## src/rtl/cycle_timing_pkg.sv

```systemverilog
// Shared clk32 memory-cycle timing definitions: lock-tracker states and the
// default cycle length used by all clk32 timing consumers.
package cycle_timing_pkg;

  // clk32 cycles per 2 MHz memory cycle
  localparam int CYCLE_LEN_DEFAULT = 16;
  localparam int PH_W = $clog2(CYCLE_LEN_DEFAULT);

  typedef enum logic [1:0] {
    HUNT   = 2'd0,
    ACQ    = 2'd1,
    LOCKED = 2'd2,
    SLIP   = 2'd3
  } cyc_state_t;

  // LOCKED and SLIP both count as "locked" to the outside world
  function automatic logic is_locked(input cyc_state_t s);
    return (s == LOCKED) || (s == SLIP);
  endfunction

endpackage

```

## src/rtl/sat_counter.sv

```systemverilog
// Saturating up-counter with synchronous clear; holds at all-ones, never wraps.
module sat_counter #(
  parameter int W = 8
) (
  input  logic         clk32,
  input  logic         clr,
  input  logic         inc,
  output logic [W-1:0] count
);

  logic [W-1:0] count_reg;

  // count up on inc until all-ones; clear has priority
  always_ff @(posedge clk32) begin
    if (clr) begin
      count_reg <= '0;
    end else if (inc && (count_reg != {W{1'b1}})) begin
      count_reg <= count_reg + 1'b1;
    end
  end

  assign count = count_reg;

endmodule

```

## src/rtl/cycle_phase_tracker.sv

```systemverilog
// Receive-side tracker for the clk32 cycle-timing strobes. Locks a local
// memory-cycle phase counter onto cycsel_en, reports lock and slot strobes,
// and counts timing violations in a saturating counter.
// Optional build macro: CYCLE_PHASE_ADDRSEL_CHECK_EN enables checking that
// addrsel rises exactly at phase ADDRSEL_PH while locked.
module cycle_phase_tracker
  import cycle_timing_pkg::*;
#(
  parameter int CYCLE_LEN  = CYCLE_LEN_DEFAULT,
  parameter int LOCK_CNT   = 4,
  parameter int MISS_MAX   = 2,
  parameter int ERR_W      = 8,
  parameter int ADDRSEL_PH = 6
) (
  input  logic                         clk32,
  input  logic                         reset,
  input  logic                         cycsel_en,
  input  logic                         addrsel,
  input  logic                         latch,
  output logic [$clog2(CYCLE_LEN)-1:0] phase,
  output logic                         locked,
  output logic                         slot_start,
  output logic                         phase_hit,
  output logic [ERR_W-1:0]             err_cnt
);

  localparam int PW = $clog2(CYCLE_LEN);
  localparam logic [PW-1:0] LAST_PH = PW'(CYCLE_LEN - 1);

  cyc_state_t    state_reg, state_next;
  logic [PW-1:0] phase_reg, phase_next;
  logic [3:0]    good_reg, good_next;
  logic [2:0]    miss_reg, miss_next;
  logic          bad_reg, bad_next;      // violation already counted this cycle
  logic          slot_start_reg, phase_hit_reg;
  logic          err_inc;
  logic          addr_clear;             // restart per-cycle addrsel bookkeeping
  logic          addr_rise_bad;          // addrsel rose at the wrong phase this clock
  logic          addr_cyc_bad;           // addrsel timing wrong for the cycle ending now
  logic          end_ph, stray, locked_now;

  assign end_ph     = (phase_reg == LAST_PH);
  assign stray      = cycsel_en && !end_ph;
  assign locked_now = is_locked(state_reg);

`ifdef CYCLE_PHASE_ADDRSEL_CHECK_EN
  localparam logic [PW-1:0] ADDR_PH = PW'(ADDRSEL_PH);

  logic addr_prev_reg, addr_seen_reg, addr_wrong_reg;
  logic addr_rise, addr_rise_ok;

  assign addr_rise     = addrsel && !addr_prev_reg;
  assign addr_rise_ok  = addr_rise && (phase_reg == ADDR_PH);
  assign addr_rise_bad = addr_rise && !addr_rise_ok;
  assign addr_cyc_bad  = addr_wrong_reg || addr_rise_bad || !(addr_seen_reg || addr_rise_ok);

  // remember previous addrsel level and whether this cycle's rise was good/bad
  always_ff @(posedge clk32) begin
    if (reset) begin
      addr_prev_reg  <= 1'b0;
      addr_seen_reg  <= 1'b0;
      addr_wrong_reg <= 1'b0;
    end else begin
      addr_prev_reg <= addrsel;
      if (addr_clear) begin
        addr_seen_reg  <= 1'b0;
        addr_wrong_reg <= 1'b0;
      end else begin
        addr_seen_reg  <= addr_seen_reg || addr_rise_ok;
        addr_wrong_reg <= addr_wrong_reg || addr_rise_bad;
      end
    end
  end
`else
  logic unused_addr;
  assign unused_addr   = addrsel ^ addr_clear ^ (ADDRSEL_PH < 0);
  assign addr_rise_bad = 1'b0;
  assign addr_cyc_bad  = 1'b0;
`endif

  // next-state, phase and violation decisions
  always_comb begin
    state_next = state_reg;
    phase_next = phase_reg + 1'b1;
    good_next  = good_reg;
    miss_next  = miss_reg;
    bad_next   = end_ph ? 1'b0 : bad_reg;
    addr_clear = end_ph;
    err_inc    = 1'b0;
    case (state_reg)
      HUNT: begin
        phase_next = '0;
        bad_next   = 1'b0;
        addr_clear = 1'b1;
        if (cycsel_en) begin
          good_next  = 4'd1;
          state_next = (LOCK_CNT == 1) ? LOCKED : ACQ;
        end
      end
      ACQ: begin
        if (stray) begin
          // realign on the stray pulse and start counting again
          phase_next = '0;
          good_next  = 4'd1;
          addr_clear = 1'b1;
        end else if (end_ph) begin
          if (cycsel_en) begin
            good_next = good_reg + 4'd1;
            if (good_reg + 4'd1 == 4'(LOCK_CNT)) begin
              state_next = LOCKED;
            end
          end else begin
            state_next = HUNT;
            phase_next = '0;
            good_next  = '0;
          end
        end
      end
      LOCKED: begin
        if (stray || addr_rise_bad || (end_ph && (!cycsel_en || addr_cyc_bad))) begin
          err_inc = 1'b1;
          if (MISS_MAX == 1) begin
            state_next = HUNT;
            phase_next = '0;
            miss_next  = '0;
            bad_next   = 1'b0;
            addr_clear = 1'b1;
          end else begin
            state_next = SLIP;
            miss_next  = 3'd1;
            bad_next   = !end_ph;
          end
        end
      end
      SLIP: begin
        // judged once at the end of each cycle; strays alone do not realign
        if (end_ph) begin
          if (cycsel_en && !addr_cyc_bad) begin
            state_next = LOCKED;
            miss_next  = '0;
          end else if (!bad_reg) begin
            err_inc = 1'b1;
            if (miss_reg + 3'd1 == 3'(MISS_MAX)) begin
              state_next = HUNT;
              phase_next = '0;
              miss_next  = '0;
            end else begin
              miss_next = miss_reg + 3'd1;
            end
          end
        end
      end
      default: begin
        state_next = HUNT;
        phase_next = '0;
      end
    endcase
  end

  // state, phase and registered strobe outputs
  always_ff @(posedge clk32) begin
    if (reset) begin
      state_reg      <= HUNT;
      phase_reg      <= '0;
      good_reg       <= '0;
      miss_reg       <= '0;
      bad_reg        <= 1'b0;
      slot_start_reg <= 1'b0;
      phase_hit_reg  <= 1'b0;
    end else begin
      state_reg      <= state_next;
      phase_reg      <= phase_next;
      good_reg       <= good_next;
      miss_reg       <= miss_next;
      bad_reg        <= bad_next;
      slot_start_reg <= locked_now && (phase_reg == '0);
      phase_hit_reg  <= locked_now && end_ph && latch;
    end
  end

  sat_counter #(
    .W(ERR_W)
  ) u_err (
    .clk32 (clk32),
    .clr   (reset),
    .inc   (err_inc),
    .count (err_cnt)
  );

  assign phase      = phase_reg;
  assign locked     = locked_now;
  assign slot_start = slot_start_reg;
  assign phase_hit  = phase_hit_reg;

endmodule

```

## config.mk

```make
export PLATFORM = sky130hd
export DESIGN_NAME = cycle_phase_tracker
export DESIGN_NICKNAME = d
export VERILOG_FILES = /design/src/rtl/cycle_timing_pkg.sv /design/src/rtl/sat_counter.sv /design/src/rtl/cycle_phase_tracker.sv
export SDC_FILE = /design/constraint.sdc
export NUM_CORES = 1
export LEC_CHECK = 0
export ABC_AREA = 0
export CELL_PAD_IN_SITES_DETAIL_PLACEMENT = 0
export CELL_PAD_IN_SITES_GLOBAL_PLACEMENT = 2
export CORE_AREA = 8 8 72 74
export DETAILED_ROUTE_END_ITERATION = 12
export DIE_AREA = 0 0 80 82
export PLACE_DENSITY_LB_ADDON = 0.1
export SYNTH_ARGS = -nofsm -noshare
export SYNTH_HDL_FRONTEND = slang
export SYNTH_SLANG_ARGS = --single-unit
```

## constraint.sdc

```tcl
create_clock -name clk32 -period 4.43 [get_ports clk32]
set_input_delay 0.886 -clock clk32 [delete_from_list [all_inputs] [get_ports clk32]]
set_output_delay 0.886 -clock clk32 [all_outputs]
set_load 0.02 [all_outputs]
```

==> results.py <==
metrics = {
    "run_status": {
        "status": "complete, no violations",
    },
    "power": {
        "sequentialPowerShare": 0.557,
        "peakVddDrop_v": 0.0000796,
        "pwr-share-clk": 0.385,
        "netSwitchingFraction": 0.231,
        "p_int_uw": 307,
        "p_comb_frac": 0.057,
        "leakage_nw": 0.516,
        "powerDensity_nw_per_um2": 254,
        "p_switching_uw": 92.2,
    },
    "logic_synthesis": {
        "postSynthAreaPerCell_um2": 8.41,
        "synth_edf_count": 0,
        "synthesis.nets": 170,
        "synthesis.area_um2": 1310,
        "ys_ff_latch": 24,
        "ys_seq_area_frac": 0.366,
        "synth_cells": 156,
        "synth_cell_type_count": 38,
        "async_flop_share": 0,
        "synth_warnings": 0,
        "synth_flop_cell": "dfxtp_1",
    },
    "clock_tree": {
        "cts.sinks": 24,
        "post_cts_resize_count": 0,
        "postCtsHoldBufs": 0,
        "htree_levels": 1,
        "clock_path_buffers": 2,
        "cts.clk_slew.worst_paths_ns": 0.09,
        "clock-root-buffer": "clkbuf_8",
        "clock_latency_ns": 0.27,
        "cts_tree": "done",
        "post_cts_buffers": 0,
        "cts-buffers-inserted": 3,
    },
    "sta": {
        "rsz0062_at_grt": "no",
        "maxSlewViolCount": 0,
        "setup_tns_ns": 0,
        "period_minus_slack_ns": 2.93,
        "slew_headroom": 0.405,
        "finalHoldViolCount": 0,
        "tightest_slew_ns": 0.889,
        "finalCritPeriodShare": 0.661,
        "finClkSkew_ns": 0.00641,
        "setup_viol": 0,
        "fmax_ghz": 0.342,
    },
    "route": {
        "wirelength_um": 2950,
        "dr.pass1.iters": 6,
        "viasPerCell": 4.96,
        "wl_per_cell_um": 13.2,
        "drc": 0,
        "num_vias": 1106,
        "ant_nets": 0,
        "first_iter_violations": 25,
    },
    "die": {
        "die_area_um2": 6560,
        "dieWidth_um": 80,
        "die_h_um": 82,
        "core_area_um2": 4140,
        "initial_utilization": 0.317,
        "row_count": 24,
        "pin_count": 20,
    },
    "job": {
        "maxCapViolations": 0,
    },
    "grt": {
        "grt_max_degree": 24,
        "grt_pass1_wl_um": 4860,
        "grt_overflow": 0,
        "grt_pass1_vias": 1031,
        "grt_antenna_before_repair": 0,
        "track_usage": 0.0922,
    },
    "placed_design": {
        "finalWeightedCongestion": 0.775,
        "port_buffers": 18,
        "dp_hpwl_um": 2130,
        "placed_cells": 219,
    },
    "worst_setup_path": {
        "cp-end-kind": "flip-flop",
        "cp_data_required_time_ns": 4.62,
        "worst-setup-path-type": "input port to flip-flop",
        "crit_fanout": 10,
        "start_kind": "input port",
        "arrival_ns": 3.12,
    },
    "cells_and_area": {
        "nets": 186,
        "largest_reg_flops": 8,
        "final_util": 0.380,
        "final_common_cell": "dfxtp_1",
        "n_antenna_cell": 0,
        "area_growth_pct": 20.0,
        "final_cell_mix": "dfxtp_1 (24), clkdlybuf4s50_1 (18), nor2_1 (15)",
        "drive_above_1_share": 0.0351,
        "finalNonFillerCells": 223,
    },
    "worst_hold_path": {
        "hold_path.class": "flip-flop to flip-flop",
    },
}
## layout make-up
class	count	area, um2
clock buffers	4	55.1
fillers	437	2570
inverters	9	33.8
multi-input cells	116	761
flip-flops and latches	24	480
well taps	52	65.1
repair buffers	18	180
## critical path, cell delays in order
cell and delay (ns):
clkdlybuf4s50_1 0.66, inv_1 0.15, ha_1 0.32, nand2_1 0.10, o32a_1 0.35, or4_1 0.51
a21oi_1 0.14
## stage by stage
stage                     cell area, um2  power (mW)  setup slack [ns]  hold slack [ns]
after CTS                           1580       0.406              1.50            0.479
after detailed placement            1520       0.251              1.22            0.466
after global routing                1580       0.418              1.36            0.522
after floorplan                     1310       0.243              2.00            0.449
final                               1580       0.399              1.50            0.475
after global placement              1520       0.251              1.22            0.460
## power groups by stage
stage / clock network, mW / registers, mW / logic, mW
final: 0.154 / 0.223 / 0.0229
after global placement: 0 / 0.227 / 0.0232
after CTS: 0.160 / 0.222 / 0.0232
after floorplan: 0 / 0.226 / 0.0170
after detailed placement: 0 / 0.228 / 0.0231
after global routing: 0.169 / 0.223 / 0.0263
## metal layers
| metal | track usage | part of all wire | up-vias |
|---|---|---|---|
| li1 | - | - | 585 |
| met5 | 0 | 0 | - |
| met4 | 0.0382 | 0.013 | 0 |
| met2 | 0.143 | 0.43 | 13 |
| met3 | 0.0197 | 0.036 | 4 |
| met1 | 0.121 | 0.52 | 504 |
## worst paths after layout
kind,startpoint,endpoint,slack (ns),cells past startpoint
max reg2reg,phase[0],u_err.count[6],2.10,7
min,miss_reg[1],miss_reg[1],0.47,2
max,cycsel_en,u_err.count[6],1.50,7
min reg2reg,miss_reg[1],miss_reg[1],0.47,2
## cells by family after synthesis
logic type | share of synthesized area
mux | 0.00763
fa+ha+maj | 0.0858
simple gates | 0.284
buf+inv | 0.0543
compound gates | 0.149
flops | 0.366
xor+xnor | 0.0534
## synthesized netlist by cell type (4+ instances only)
cell | instances | area share
nor3_1 | 8 | 0.031
ha_1 | 9 | 0.086
o21ai_0 | 6 | 0.023
xnor2_1 | 7 | 0.047
a211oi_1 | 7 | 0.040
nor2_1 | 15 | 0.043
nand3_1 | 7 | 0.027
nand2b_1 | 4 | 0.019
dfxtp_1 | 24 | 0.37
nand2_1 | 12 | 0.034
a21oi_1 | 9 | 0.034
inv_1 | 9 | 0.026
nor3b_1 | 4 | 0.023
Note: power is estimated with default switching activity, not from simulation.
